### src/rtl/reorder_buffer_if.sv
// Bundles the ROB's decoder, CDB, register-file, LSB and flush signals.
// The slave modport is the ROB side; the master modport is the surrounding core.
interface reorder_buffer_if #(
  parameter int unsigned ROB_ADDR_W = 4,
  parameter int unsigned DATA_W     = 32,
  parameter int unsigned REG_W      = 5
);
  // Decoder allocation
  logic                  in_decoder_enable;
  logic [REG_W-1:0]      in_decoder_rd;
  logic                  in_decoder_is_store;
  logic                  out_decoder_full;
  logic [ROB_ADDR_W-1:0] out_decoder_reorder;
  // Decoder operand queries
  logic [ROB_ADDR_W-1:0] in_decoder_rs_reorder;
  logic [ROB_ADDR_W-1:0] in_decoder_rt_reorder;
  logic                  out_decoder_rs_ready;
  logic [DATA_W-1:0]     out_decoder_rs_value;
  logic                  out_decoder_rt_ready;
  logic [DATA_W-1:0]     out_decoder_rt_value;
  // Common data bus
  logic                  in_cdb_enable;
  logic [ROB_ADDR_W-1:0] in_cdb_reorder;
  logic [DATA_W-1:0]     in_cdb_value;
  logic                  in_cdb_mispredict;
  logic [DATA_W-1:0]     in_cdb_target_pc;
  // Register-file commit
  logic                  out_reg_commit_enable;
  logic [REG_W-1:0]      out_reg_rd_addr;
  logic [DATA_W-1:0]     out_reg_rd_value;
  logic [ROB_ADDR_W-1:0] out_reg_reorder;
  // Store release and flush
  logic                  out_lsb_store_commit;
  logic [ROB_ADDR_W-1:0] out_lsb_reorder;
  logic                  out_flush_enable;
  logic [DATA_W-1:0]     out_flush_pc;

  modport slave (
    input  in_decoder_enable, in_decoder_rd, in_decoder_is_store,
    input  in_decoder_rs_reorder, in_decoder_rt_reorder,
    input  in_cdb_enable, in_cdb_reorder, in_cdb_value, in_cdb_mispredict, in_cdb_target_pc,
    output out_decoder_full, out_decoder_reorder,
    output out_decoder_rs_ready, out_decoder_rs_value,
    output out_decoder_rt_ready, out_decoder_rt_value,
    output out_reg_commit_enable, out_reg_rd_addr, out_reg_rd_value, out_reg_reorder,
    output out_lsb_store_commit, out_lsb_reorder, out_flush_enable, out_flush_pc
  );

  modport master (
    output in_decoder_enable, in_decoder_rd, in_decoder_is_store,
    output in_decoder_rs_reorder, in_decoder_rt_reorder,
    output in_cdb_enable, in_cdb_reorder, in_cdb_value, in_cdb_mispredict, in_cdb_target_pc,
    input  out_decoder_full, out_decoder_reorder,
    input  out_decoder_rs_ready, out_decoder_rs_value,
    input  out_decoder_rt_ready, out_decoder_rt_value,
    input  out_reg_commit_enable, out_reg_rd_addr, out_reg_rd_value, out_reg_reorder,
    input  out_lsb_store_commit, out_lsb_reorder, out_flush_enable, out_flush_pc
  );
endinterface

### src/rtl/reorder_buffer.sv
// Circular in-order reorder buffer: allocates tags at the tail, captures CDB results,
// forwards ready operands, and retires/flushes from the head one entry per cycle.
module reorder_buffer #(
  parameter int unsigned ROB_ADDR_W = 4,
  parameter int unsigned DATA_W     = 32,
  parameter int unsigned REG_W      = 5
) (
  input  logic             in_clk,
  input  logic             in_rst,
  input  logic             in_rdy,
  reorder_buffer_if.slave  bus
);
  localparam int unsigned Depth = 2 ** ROB_ADDR_W;

  logic [Depth-1:0]      busy_q, busy_d;
  logic [Depth-1:0]      ready_q, ready_d;
  logic [Depth-1:0]      is_store_q, is_store_d;
  logic [Depth-1:0]      mispredict_q, mispredict_d;
  logic [REG_W-1:0]      rd_q [Depth];
  logic [REG_W-1:0]      rd_d [Depth];
  logic [DATA_W-1:0]     value_q [Depth];
  logic [DATA_W-1:0]     value_d [Depth];
  logic [DATA_W-1:0]     target_q [Depth];
  logic [DATA_W-1:0]     target_d [Depth];
  logic [ROB_ADDR_W-1:0] head_q, head_d, tail_q, tail_d;
  logic [ROB_ADDR_W:0]   count_q, count_d;

  logic full, commit_valid, flush, reg_commit, store_commit, alloc, retire, cdb_wr;
  logic rs_hit, rt_hit, rs_ready, rt_ready;

  // Head retirement decode and the per-cycle actions, all qualified by the global enable.
  always_comb begin
    full         = (count_q == (ROB_ADDR_W + 1)'(Depth));
    commit_valid = in_rdy && (count_q != '0) && ready_q[head_q];
    flush        = commit_valid && mispredict_q[head_q];
    reg_commit   = commit_valid && !is_store_q[head_q];
    store_commit = commit_valid && is_store_q[head_q];
    // Full is the registered count, so a same-cycle retire does not admit an allocation.
    alloc        = in_rdy && bus.in_decoder_enable && !full && !flush;
    retire       = commit_valid && !flush;
    cdb_wr       = in_rdy && bus.in_cdb_enable && busy_q[bus.in_cdb_reorder];
  end

  // Next-state for storage and pointers; a flush overrides everything.
  always_comb begin
    busy_d       = busy_q;
    ready_d      = ready_q;
    is_store_d   = is_store_q;
    mispredict_d = mispredict_q;
    rd_d         = rd_q;
    value_d      = value_q;
    target_d     = target_q;
    head_d       = head_q;
    tail_d       = tail_q;
    count_d      = count_q;

    if (cdb_wr) begin
      ready_d[bus.in_cdb_reorder]      = 1'b1;
      value_d[bus.in_cdb_reorder]      = bus.in_cdb_value;
      mispredict_d[bus.in_cdb_reorder] = bus.in_cdb_mispredict;
      target_d[bus.in_cdb_reorder]     = bus.in_cdb_target_pc;
    end
    if (alloc) begin
      busy_d[tail_q]       = 1'b1;
      ready_d[tail_q]      = 1'b0;
      mispredict_d[tail_q] = 1'b0;
      is_store_d[tail_q]   = bus.in_decoder_is_store;
      rd_d[tail_q]         = bus.in_decoder_rd;
      tail_d               = tail_q + 1'b1;
    end
    if (retire) begin
      busy_d[head_q]  = 1'b0;
      ready_d[head_q] = 1'b0;
      head_d          = head_q + 1'b1;
    end
    unique case ({alloc, retire})
      2'b10:   count_d = count_q + (ROB_ADDR_W + 1)'(1);
      2'b01:   count_d = count_q - (ROB_ADDR_W + 1)'(1);
      default: count_d = count_q;
    endcase
    if (flush) begin
      busy_d       = '0;
      ready_d      = '0;
      mispredict_d = '0;
      head_d       = '0;
      tail_d       = '0;
      count_d      = '0;
    end
  end

  // State registers with synchronous reset.
  always_ff @(posedge in_clk) begin
    if (in_rst) begin
      busy_q       <= '0;
      ready_q      <= '0;
      is_store_q   <= '0;
      mispredict_q <= '0;
      rd_q         <= '{default: '0};
      value_q      <= '{default: '0};
      target_q     <= '{default: '0};
      head_q       <= '0;
      tail_q       <= '0;
      count_q      <= '0;
    end else begin
      busy_q       <= busy_d;
      ready_q      <= ready_d;
      is_store_q   <= is_store_d;
      mispredict_q <= mispredict_d;
      rd_q         <= rd_d;
      value_q      <= value_d;
      target_q     <= target_d;
      head_q       <= head_d;
      tail_q       <= tail_d;
      count_q      <= count_d;
    end
  end

  // Operand forwarding with same-cycle CDB bypass; values read as 0 when not ready.
  always_comb begin
    rs_hit   = bus.in_cdb_enable && (bus.in_cdb_reorder == bus.in_decoder_rs_reorder);
    rt_hit   = bus.in_cdb_enable && (bus.in_cdb_reorder == bus.in_decoder_rt_reorder);
    rs_ready = busy_q[bus.in_decoder_rs_reorder] && (ready_q[bus.in_decoder_rs_reorder] || rs_hit);
    rt_ready = busy_q[bus.in_decoder_rt_reorder] && (ready_q[bus.in_decoder_rt_reorder] || rt_hit);
    bus.out_decoder_rs_ready = rs_ready;
    bus.out_decoder_rt_ready = rt_ready;
    bus.out_decoder_rs_value = '0;
    bus.out_decoder_rt_value = '0;
    if (rs_ready) begin
      bus.out_decoder_rs_value = rs_hit ? bus.in_cdb_value : value_q[bus.in_decoder_rs_reorder];
    end
    if (rt_ready) begin
      bus.out_decoder_rt_value = rt_hit ? bus.in_cdb_value : value_q[bus.in_decoder_rt_reorder];
    end
  end

  // Commit, store-release and flush outputs driven straight from the head entry.
  always_comb begin
    bus.out_decoder_full      = full;
    bus.out_decoder_reorder   = tail_q;
    bus.out_reg_commit_enable = reg_commit;
    bus.out_reg_rd_addr       = reg_commit ? rd_q[head_q] : '0;
    bus.out_reg_rd_value      = reg_commit ? value_q[head_q] : '0;
    bus.out_reg_reorder       = head_q;
    bus.out_lsb_store_commit  = store_commit;
    bus.out_lsb_reorder       = head_q;
    bus.out_flush_enable      = flush;
    bus.out_flush_pc          = flush ? target_q[head_q] : '0;
  end
endmodule

### src/flat_wrapper.sv
// flat-port wrapper written by rule: the top's interface ports become plain ports
module reorder_buffer_flat 
#(
  parameter int unsigned ROB_ADDR_W = 4,
  parameter int unsigned DATA_W     = 32,
  parameter int unsigned REG_W      = 5
)
  (in_clk, in_rst, in_rdy, bus_in_decoder_enable, bus_in_decoder_rd, bus_in_decoder_is_store, bus_in_decoder_rs_reorder, bus_in_decoder_rt_reorder, bus_in_cdb_enable, bus_in_cdb_reorder, bus_in_cdb_value, bus_in_cdb_mispredict, bus_in_cdb_target_pc, bus_out_decoder_full, bus_out_decoder_reorder, bus_out_decoder_rs_ready, bus_out_decoder_rs_value, bus_out_decoder_rt_ready, bus_out_decoder_rt_value, bus_out_reg_commit_enable, bus_out_reg_rd_addr, bus_out_reg_rd_value, bus_out_reg_reorder, bus_out_lsb_store_commit, bus_out_lsb_reorder, bus_out_flush_enable, bus_out_flush_pc);
  reorder_buffer_if #(.ROB_ADDR_W(ROB_ADDR_W), .DATA_W(DATA_W), .REG_W(REG_W)) bus_i ();
  input  logic in_clk;
  input  logic in_rst;
  input  logic in_rdy;
  input wire logic [$bits(bus_i.in_decoder_enable)-1:0] bus_in_decoder_enable;
  input wire logic [$bits(bus_i.in_decoder_rd)-1:0] bus_in_decoder_rd;
  input wire logic [$bits(bus_i.in_decoder_is_store)-1:0] bus_in_decoder_is_store;
  input wire logic [$bits(bus_i.in_decoder_rs_reorder)-1:0] bus_in_decoder_rs_reorder;
  input wire logic [$bits(bus_i.in_decoder_rt_reorder)-1:0] bus_in_decoder_rt_reorder;
  input wire logic [$bits(bus_i.in_cdb_enable)-1:0] bus_in_cdb_enable;
  input wire logic [$bits(bus_i.in_cdb_reorder)-1:0] bus_in_cdb_reorder;
  input wire logic [$bits(bus_i.in_cdb_value)-1:0] bus_in_cdb_value;
  input wire logic [$bits(bus_i.in_cdb_mispredict)-1:0] bus_in_cdb_mispredict;
  input wire logic [$bits(bus_i.in_cdb_target_pc)-1:0] bus_in_cdb_target_pc;
  output wire logic [$bits(bus_i.out_decoder_full)-1:0] bus_out_decoder_full;
  output wire logic [$bits(bus_i.out_decoder_reorder)-1:0] bus_out_decoder_reorder;
  output wire logic [$bits(bus_i.out_decoder_rs_ready)-1:0] bus_out_decoder_rs_ready;
  output wire logic [$bits(bus_i.out_decoder_rs_value)-1:0] bus_out_decoder_rs_value;
  output wire logic [$bits(bus_i.out_decoder_rt_ready)-1:0] bus_out_decoder_rt_ready;
  output wire logic [$bits(bus_i.out_decoder_rt_value)-1:0] bus_out_decoder_rt_value;
  output wire logic [$bits(bus_i.out_reg_commit_enable)-1:0] bus_out_reg_commit_enable;
  output wire logic [$bits(bus_i.out_reg_rd_addr)-1:0] bus_out_reg_rd_addr;
  output wire logic [$bits(bus_i.out_reg_rd_value)-1:0] bus_out_reg_rd_value;
  output wire logic [$bits(bus_i.out_reg_reorder)-1:0] bus_out_reg_reorder;
  output wire logic [$bits(bus_i.out_lsb_store_commit)-1:0] bus_out_lsb_store_commit;
  output wire logic [$bits(bus_i.out_lsb_reorder)-1:0] bus_out_lsb_reorder;
  output wire logic [$bits(bus_i.out_flush_enable)-1:0] bus_out_flush_enable;
  output wire logic [$bits(bus_i.out_flush_pc)-1:0] bus_out_flush_pc;
  assign bus_i.in_decoder_enable = bus_in_decoder_enable;
  assign bus_i.in_decoder_rd = bus_in_decoder_rd;
  assign bus_i.in_decoder_is_store = bus_in_decoder_is_store;
  assign bus_i.in_decoder_rs_reorder = bus_in_decoder_rs_reorder;
  assign bus_i.in_decoder_rt_reorder = bus_in_decoder_rt_reorder;
  assign bus_i.in_cdb_enable = bus_in_cdb_enable;
  assign bus_i.in_cdb_reorder = bus_in_cdb_reorder;
  assign bus_i.in_cdb_value = bus_in_cdb_value;
  assign bus_i.in_cdb_mispredict = bus_in_cdb_mispredict;
  assign bus_i.in_cdb_target_pc = bus_in_cdb_target_pc;
  assign bus_out_decoder_full = bus_i.out_decoder_full;
  assign bus_out_decoder_reorder = bus_i.out_decoder_reorder;
  assign bus_out_decoder_rs_ready = bus_i.out_decoder_rs_ready;
  assign bus_out_decoder_rs_value = bus_i.out_decoder_rs_value;
  assign bus_out_decoder_rt_ready = bus_i.out_decoder_rt_ready;
  assign bus_out_decoder_rt_value = bus_i.out_decoder_rt_value;
  assign bus_out_reg_commit_enable = bus_i.out_reg_commit_enable;
  assign bus_out_reg_rd_addr = bus_i.out_reg_rd_addr;
  assign bus_out_reg_rd_value = bus_i.out_reg_rd_value;
  assign bus_out_reg_reorder = bus_i.out_reg_reorder;
  assign bus_out_lsb_store_commit = bus_i.out_lsb_store_commit;
  assign bus_out_lsb_reorder = bus_i.out_lsb_reorder;
  assign bus_out_flush_enable = bus_i.out_flush_enable;
  assign bus_out_flush_pc = bus_i.out_flush_pc;
  reorder_buffer #(.ROB_ADDR_W(ROB_ADDR_W), .DATA_W(DATA_W), .REG_W(REG_W)) u_core (.in_clk(in_clk), .in_rst(in_rst), .in_rdy(in_rdy), .bus(bus_i));
endmodule
### config.mk
export PLATFORM = sky130hd
export DESIGN_NAME = reorder_buffer_flat
export DESIGN_NICKNAME = d
export VERILOG_FILES = /design/src/rtl/reorder_buffer_if.sv /design/src/rtl/reorder_buffer.sv /design/src/flat_wrapper.sv
export SDC_FILE = /design/constraint.sdc
export NUM_CORES = 2
export LEC_CHECK = 0
export ABC_AREA = 0
export BUFFER_PORTS_ARGS = -buffer_cell sky130_fd_sc_hd__buf_2
export CAP_MARGIN = 20
export CELL_PAD_IN_SITES_DETAIL_PLACEMENT = 2
export CELL_PAD_IN_SITES_GLOBAL_PLACEMENT = 2
export CORE_MARGIN = 2
export CORE_UTILIZATION = 30
export CTS_CLUSTER_SIZE = 40
export DETAILED_ROUTE_END_ITERATION = 6
export MAX_ROUTING_LAYER = met4
export PLACE_DENSITY = 0.62
export SYNTH_ARGS = -nofsm -noshare
export SYNTH_HDL_FRONTEND = slang
export SYNTH_SLANG_ARGS = --single-unit
### constraint.sdc
create_clock -name in_clk -period 5.7 [get_ports in_clk]
set_input_delay 0.285 -clock in_clk [delete_from_list [all_inputs] [get_ports in_clk]]
set_output_delay 0.285 -clock in_clk [all_outputs]
set_load 0.01 [all_outputs]
# --- Yosys cells after proc, flatten, opt, wreduce, memory -nomap -nowiden ---
# Index checks and enable logic that the tools add are counted.
word_totals:
  regBits: 1181
  word_cells: 181
op_classes:
  magnitude_cmp: 15
  eq_ne: 5
  n_mux: 61
  n_addsub: 4
  reduce_logical: 28
  n_bitwise: 13
op_table:
  columns: ["cell", "count"]
  rows:
  - ["$bwmux W512", 2]
  - ["$bmux W32 S4", 4]
  - ["$mux W32", 15]
  - ["$demux W32 S4", 1]
  - ["$mux W16", 7]
  - ["$bwmux W80", 1]
  - ["$and A16 B16 Y16", 4]
  - ["$bmux W1 S4", 8]
  - ["$bwmux W16", 2]
  - ["$not A16 Y16", 2]
  - ["$or A16 B16 Y16", 2]
  - ["$ge A5 B5 Y1 const B", 5]
  - ["$lt A4 B5 Y1 const B", 5]
  - ["$not A4 Y5", 5]
  - ["$bmux W5 S4", 1]
  - ["$demux W5 S4", 1]
  - ["$logic_and A1 B1 Y1", 20]
  - ["$mux W5", 4]
  - ["$demux W1 S4", 3]
  - ["$ge A4 B1 Y1 const B", 3]
  - ["$mux W1", 11]
  - ["$lt A5 B1 Y1 const B", 2]
  - ["$pmux W5 S2", 1]
  - ["$add A4 B1 Y4 const B", 2]
  - ["11 further kinds", 15]

# --- Logic depth before layout (Yosys ltp) ---
logic_depth:
  depth_word: 10
  ltp_mapped: 19
  ltp_nobuf: 14

# --- Least setup slack after synthesis ---
# No wires, ideal clock.
synth_timing:
  kind: "reg2reg"
  from: "register u_core.head_q[1], in the netlist u_core.bus.out_lsb_reorder[1]"
  to: "register u_core.count_q[4]"
  slack_ns: 2.086
  arrival_ns: 3.497
  path_buffers: 5
  required_ns: 5.583
  path_stages_with_launch: 20
  period_less_slack_ns: 3.614
  setup_time_ns: 0.117
  path_cell_list: "dfxtp_1 > buf_6 > buf_6 > mux2_1 > o22ai_1 > or4_1 > buf_2 > a21bo_1 > buf_6 > buf_8 > nand2_1 > ha_1 > inv_1 > fa_1 > nor2b_1 > o21ai_0 > and3_1 > nor3_1 > xnor2_1 > nor2_1"
synth_via:
  elab_chain_cells: 8
  word_cells_on_any_way: 14
synth_lines:
  columns: ["element", "line_no", "source"]
  rows:
  - ["from (decl)", "reorder_buffer.sv:25", "logic [ROB_ADDR_W-1:0] head_q, head_d, tail_q, tail_d;"]
  - ["from (signal assigned)", "reorder_buffer.sv:101", "head_q <= '0;"]
  - ["from (signal assigned)", "reorder_buffer.sv:112", "head_q <= head_d;"]
  - ["$bmux W1 S4", "reorder_buffer.sv:34", "commit_valid = in_rdy && (count_q != '0) && ready_q[head_q];"]
  - ["$mux W1 (not written as such)", "reorder_buffer.sv:34", null]
  - ["$logic_and A1 B1 Y1", "reorder_buffer.sv:34", null]
  - ["$logic_and A1 B1 Y1", "reorder_buffer.sv:35", "flush = commit_valid && mispredict_q[head_q];"]
  - ["$logic_not A1 Y1", "reorder_buffer.sv:39, reorder_buffer.sv:40", null]
  - ["$logic_and A1 B1 Y1 (on tied branches)", "reorder_buffer.sv:40, reorder_buffer.sv:39", null]
  - ["$eq A2 B1 Y1 or $eq A2 B2 Y1 (tied branches)", "reorder_buffer.sv:76", "unique case ({alloc, retire})"]
  - ["$pmux W5 S2 or $reduce_bool A2 Y1 (tied branches)", null, null]
  - ["to (signal assigned)", "reorder_buffer.sv:114", "count_q <= count_d;"]
  - ["to (decl)", "reorder_buffer.sv:26", "logic [ROB_ADDR_W:0] count_q, count_d;"]
# Several ways; a longest one is shown, not always the timed one. The select of a mux whose other input is x is not followed.
# A chain may end at the register's enable or synchronous reset.

# --- Worst setup path after layout ---
layout_timing:
  from: "register u_core.head_q[1], in the netlist u_core.bus.out_lsb_reorder[1]"
  to: "output bus_out_flush_pc[4]"
layout_via:
  elab_chain_cells: 5
  word_cells_on_any_way: 11
layout_lines:
  columns: ["element", "line_no", "source"]
  rows:
  - ["$not A4 Y5 (not written as such) or $bmux W1 S4 (tied branches)", "reorder_buffer.sv:147, reorder_buffer.sv:34", null]
  - ["$bmux W32 S4 or $mux W1 (tied branches)", "reorder_buffer.sv:147, reorder_buffer.sv:34", null]
  - ["$mux W32 (not written as such) or $logic_and A1 B1 Y1 (tied branches)", "reorder_buffer.sv:147, reorder_buffer.sv:34", null]
  - ["$mux W32 (not written as such) or $logic_and A1 B1 Y1 (tied branches)", "reorder_buffer.sv:147, reorder_buffer.sv:35", null]
  - ["$mux W32 *", "reorder_buffer.sv:147", "bus.out_flush_pc = flush ? target_q[head_q] : '0;"]
  - ["to (decl)", "flat_wrapper.sv:36", "output wire logic [$bits(bus_i.out_flush_pc)-1:0] bus_out_flush_pc;"]
# Every way passes the cells marked *; elsewhere a longest branch is shown, timed or not. The select of a mux whose other input is x is not followed.

==> flow_summary.yaml <==
placed_design:
  portBuffers: 238
  gp_congestion: 0.813
  dp_hpwl_mm: 154
  dpl.cell_count: 8734
  place_ws_ns: 1.33
layout:
  final_common_cell: "nand2_1"
  drive_gt1_share_pct: 20.9
  layout_common_cells: "2206 x nand2_1, 1178 x dfxtp_1, 1107 x a21oi_1"
  syn_to_final_growth_pct: 14.7
  instances_no_fill: 9074
  multi_input_area_mm2: 0.0336
  n_fill_cell: 21611
  final_nets: 6394
  seq_area_mm2: 0.0237
die:
  ioPinCount: 239
  start_util_pct: 30.1
  placementRows: 164
  core_area_mm2: 0.199
  die_x_um: 451
  die-area_mm2: 0.203
  die_height_um: 451
worst_setup_path:
  cpPeakStageDelay_ns: 0.86
  cp.required_ns: 5.41
  cp-end-kind: "output pin"
  path_common_cell: "mux4_2"
  cp-start-kind: "flop"
  critPathArrivalTime_ns: 4.93
  cp_cell_sequence: "buf_12 > buf_4 > mux4_2 > mux4_2 > and2_1 > buf_2"
  crit_path_top_delay_cell: "buf_4"
  worst-setup-path-type: "reg -> out"
  cp_max_fo: 123
routing:
  drt_wl_total_mm: 271
  drc_errors: 0
  vias: 51647
  drt_iter0_drc: 3639
  wl_per_cell_um: 29.9
  firstDrtPassIters: 5
  antenna_left: 0
  via_per_inst: 5.69
synth:
  yosysUniqueCellTypes: 53
  ys_async_sr_fraction_pct: 0
  synth_edf_count: 0
  synth-main-ff-cell: "dfxtp_1"
  synthCells: 6432
  syn_nets: 6533
  syn_avg_cell_area_um2: 9.32
  synth_area_mm2: 0.0600
  ys_seq_area_share_pct: 39.4
  yosysWarnings: 0
  ys_ff_latch: 1181
sta:
  fin_tns_setup_ns: 0
  relSlewSlack_pct: 19.8
  max_freq_mhz: 192
  finalSetupViolCount: 0
  tightest_slew_ns: 1.20
  setup_ws_ns: 0.489
  fin_crit_sh_pct: 91.4
  min_period_ns: 5.21
  rsz0062_at_grt: "no"
  final_max_slew_viol_count: 0
  timing_hold_violations_final: 0
  fin_skew_ns: 0.0270
global_routing:
  grt_max_degree: 206
  grt_usage_pct: 27.1
  antenna_found_initial: 23
  grt-ovfl-total: 0
  grt_pass1_vias: 55146
  grt_pass1_wl_mm: 395
power:
  p_leak_nw: 22.6
  pwr_density_cell_mw_per_mm2: 275
  totalPowerFinal_mw: 18.9
  ir_drop_v: 0.000265
clocking:
  h-tree-depth: 4
  cts.path.max_buffers: 3
  cts_sinks: 1181
  postCtsResizedCells: 0
  cts_tree: "done"
  insertion_delay_ns: 0.79
  cts-root-buf: "clkbuf_16"
  clk_pin_slew_worst_paths_ns: 0.07
  numCtsBuffers: 147
run_status:
  run_status: "completed"
run:
  cap_violations: 0
worst_hold_path:
  hold_class: "in -> reg"
==> metal layers <==
metal / global-route usage (%) / vias up / share of wire [%]
met1: 33.3 / 27686 / 42
li1: - / 22121 / -
met4: 10.0 / 0 / 3.7
met3: 2.87 / 528 / 3.8
met5: - / - / 0
met2: 45.8 / 1312 / 50
==> synth_stat cells (3+ instances only) <==
master     count  area [µm²]
or4_1          3        22.5
a221oi_1       3        26.3
xnor2_1        9        78.8
nand2_1     2207        8280
and2_1        35         219
ha_1          12         150
clkbuf_1     529        1990
xor2_1         8        70.1
a2111oi_0      3        26.3
nor2_1        42         158
nor3_1         6        30.0
a21o_1        11        82.6
inv_1         28         105
o2111a_1       5        56.3
mux2i_1      110        1100
nand2b_1     107         669
buf_4          4        30.0
buf_1        116         435
a21oi_1     1109        5550
nand4_4       12         255
o211a_1       12         120
nand3_1        7        35.0
and3_1        52         325
dfxtp_1     1181       23600
nor2b_1        7        43.8
mux4_2       694       15600
buf_6          3        33.8
nand4_1        6        37.5
buf_2         49         245
a21boi_1       9        67.6
mux2_2        10         113
or2_2         14        87.6
a211oi_1       3        22.5
==> worst max-delay path, delay by kind of cell (launching register included) <==
kind                   cells  cell delay [ns]
muxes                      2             1.13
buffers and inverters      3             1.60
DFF                        1             0.80
and+or+nand+nor            1             0.20
==> flip-flops by register name, indices dropped and copies added (netlist names) <==
signal	cells
u_core.bus.out_decoder_reorder	4
u_core.bus.out_lsb_reorder	4
u_core.busy_q	16
u_core.count_q	5
u_core.is_store_q	16
u_core.mispredict_q	16
u_core.rd_q	80
u_core.ready_q	16
u_core.target_q	512
u_core.value_q	512
==> path summary, 6_finish.rpt <==
kind                                      endpoint  slack [ns]                                       start  cells past startpoint
setup reg to reg    u_core.count_q[4]$_SDFFE_PP0P_        1.37  u_core.bus.out_lsb_reorder[1]$_SDFFE_PP0N_                     13
setup / recovery               bus_out_flush_pc[4]        0.49  u_core.bus.out_lsb_reorder[1]$_SDFFE_PP0N_                      6
hold / removal        u_core.rd_q[78]$_SDFFE_PP0P_        0.20                        bus_in_decoder_rd[3]                      3
hold reg to reg   u_core.target_q[30]$_SDFFE_PP0P_        0.45            u_core.target_q[30]$_SDFFE_PP0P_                      2
==> stage by stage <==
stage | cell area, µm² | utilization (%) | hold slack [ns]
CTS | 68700 | 34.5 | 0.175
global route | 68800 | 34.5 | 0.255
global placement | 63000 | 31.6 | 0.438
detailed placement | 63100 | 31.7 | 0.448
floorplan | 60000 | - | 0.433
finish | 68800 | 34.5 | 0.198
==> logic make-up after synthesis <==
group                      count (synthesis)  synth area share (%)
AOI/OAI and AO/OA                       1166                  10.1
muxes                                    816                  28.1
buffers and inverters                    732                  4.77
xor gates and xnor gates                  17                 0.248
and+or+nand+nor                         2507                  17.1
DFF                                     1181                  39.4
adders and majority gates                 13                 0.284
==> report_power, final <==
part,internal [mW],switching [mW]
Clock,5.96,3.93
Combinational,0.216,0.568
Sequential,8.26,0.00731
==> timing repair <==
action	CTS	global route
setup buffers	0	0
hold buffers	66	0
hold endpoints to repair	1024	0
==> area by class of cell <==
class | count | share of cell area (%)
antenna | 13 | 0.0473
clock buffer | 219 | 6.45
clock inverter | 42 | 0.830
inverter | 30 | 0.178
multi-input combinational | 4519 | 48.9
sequential | 1181 | 34.4
tap | 2656 | 4.83
timing repair buffer | 414 | 4.34
Note: power is estimated with default switching activity, not from simulation.
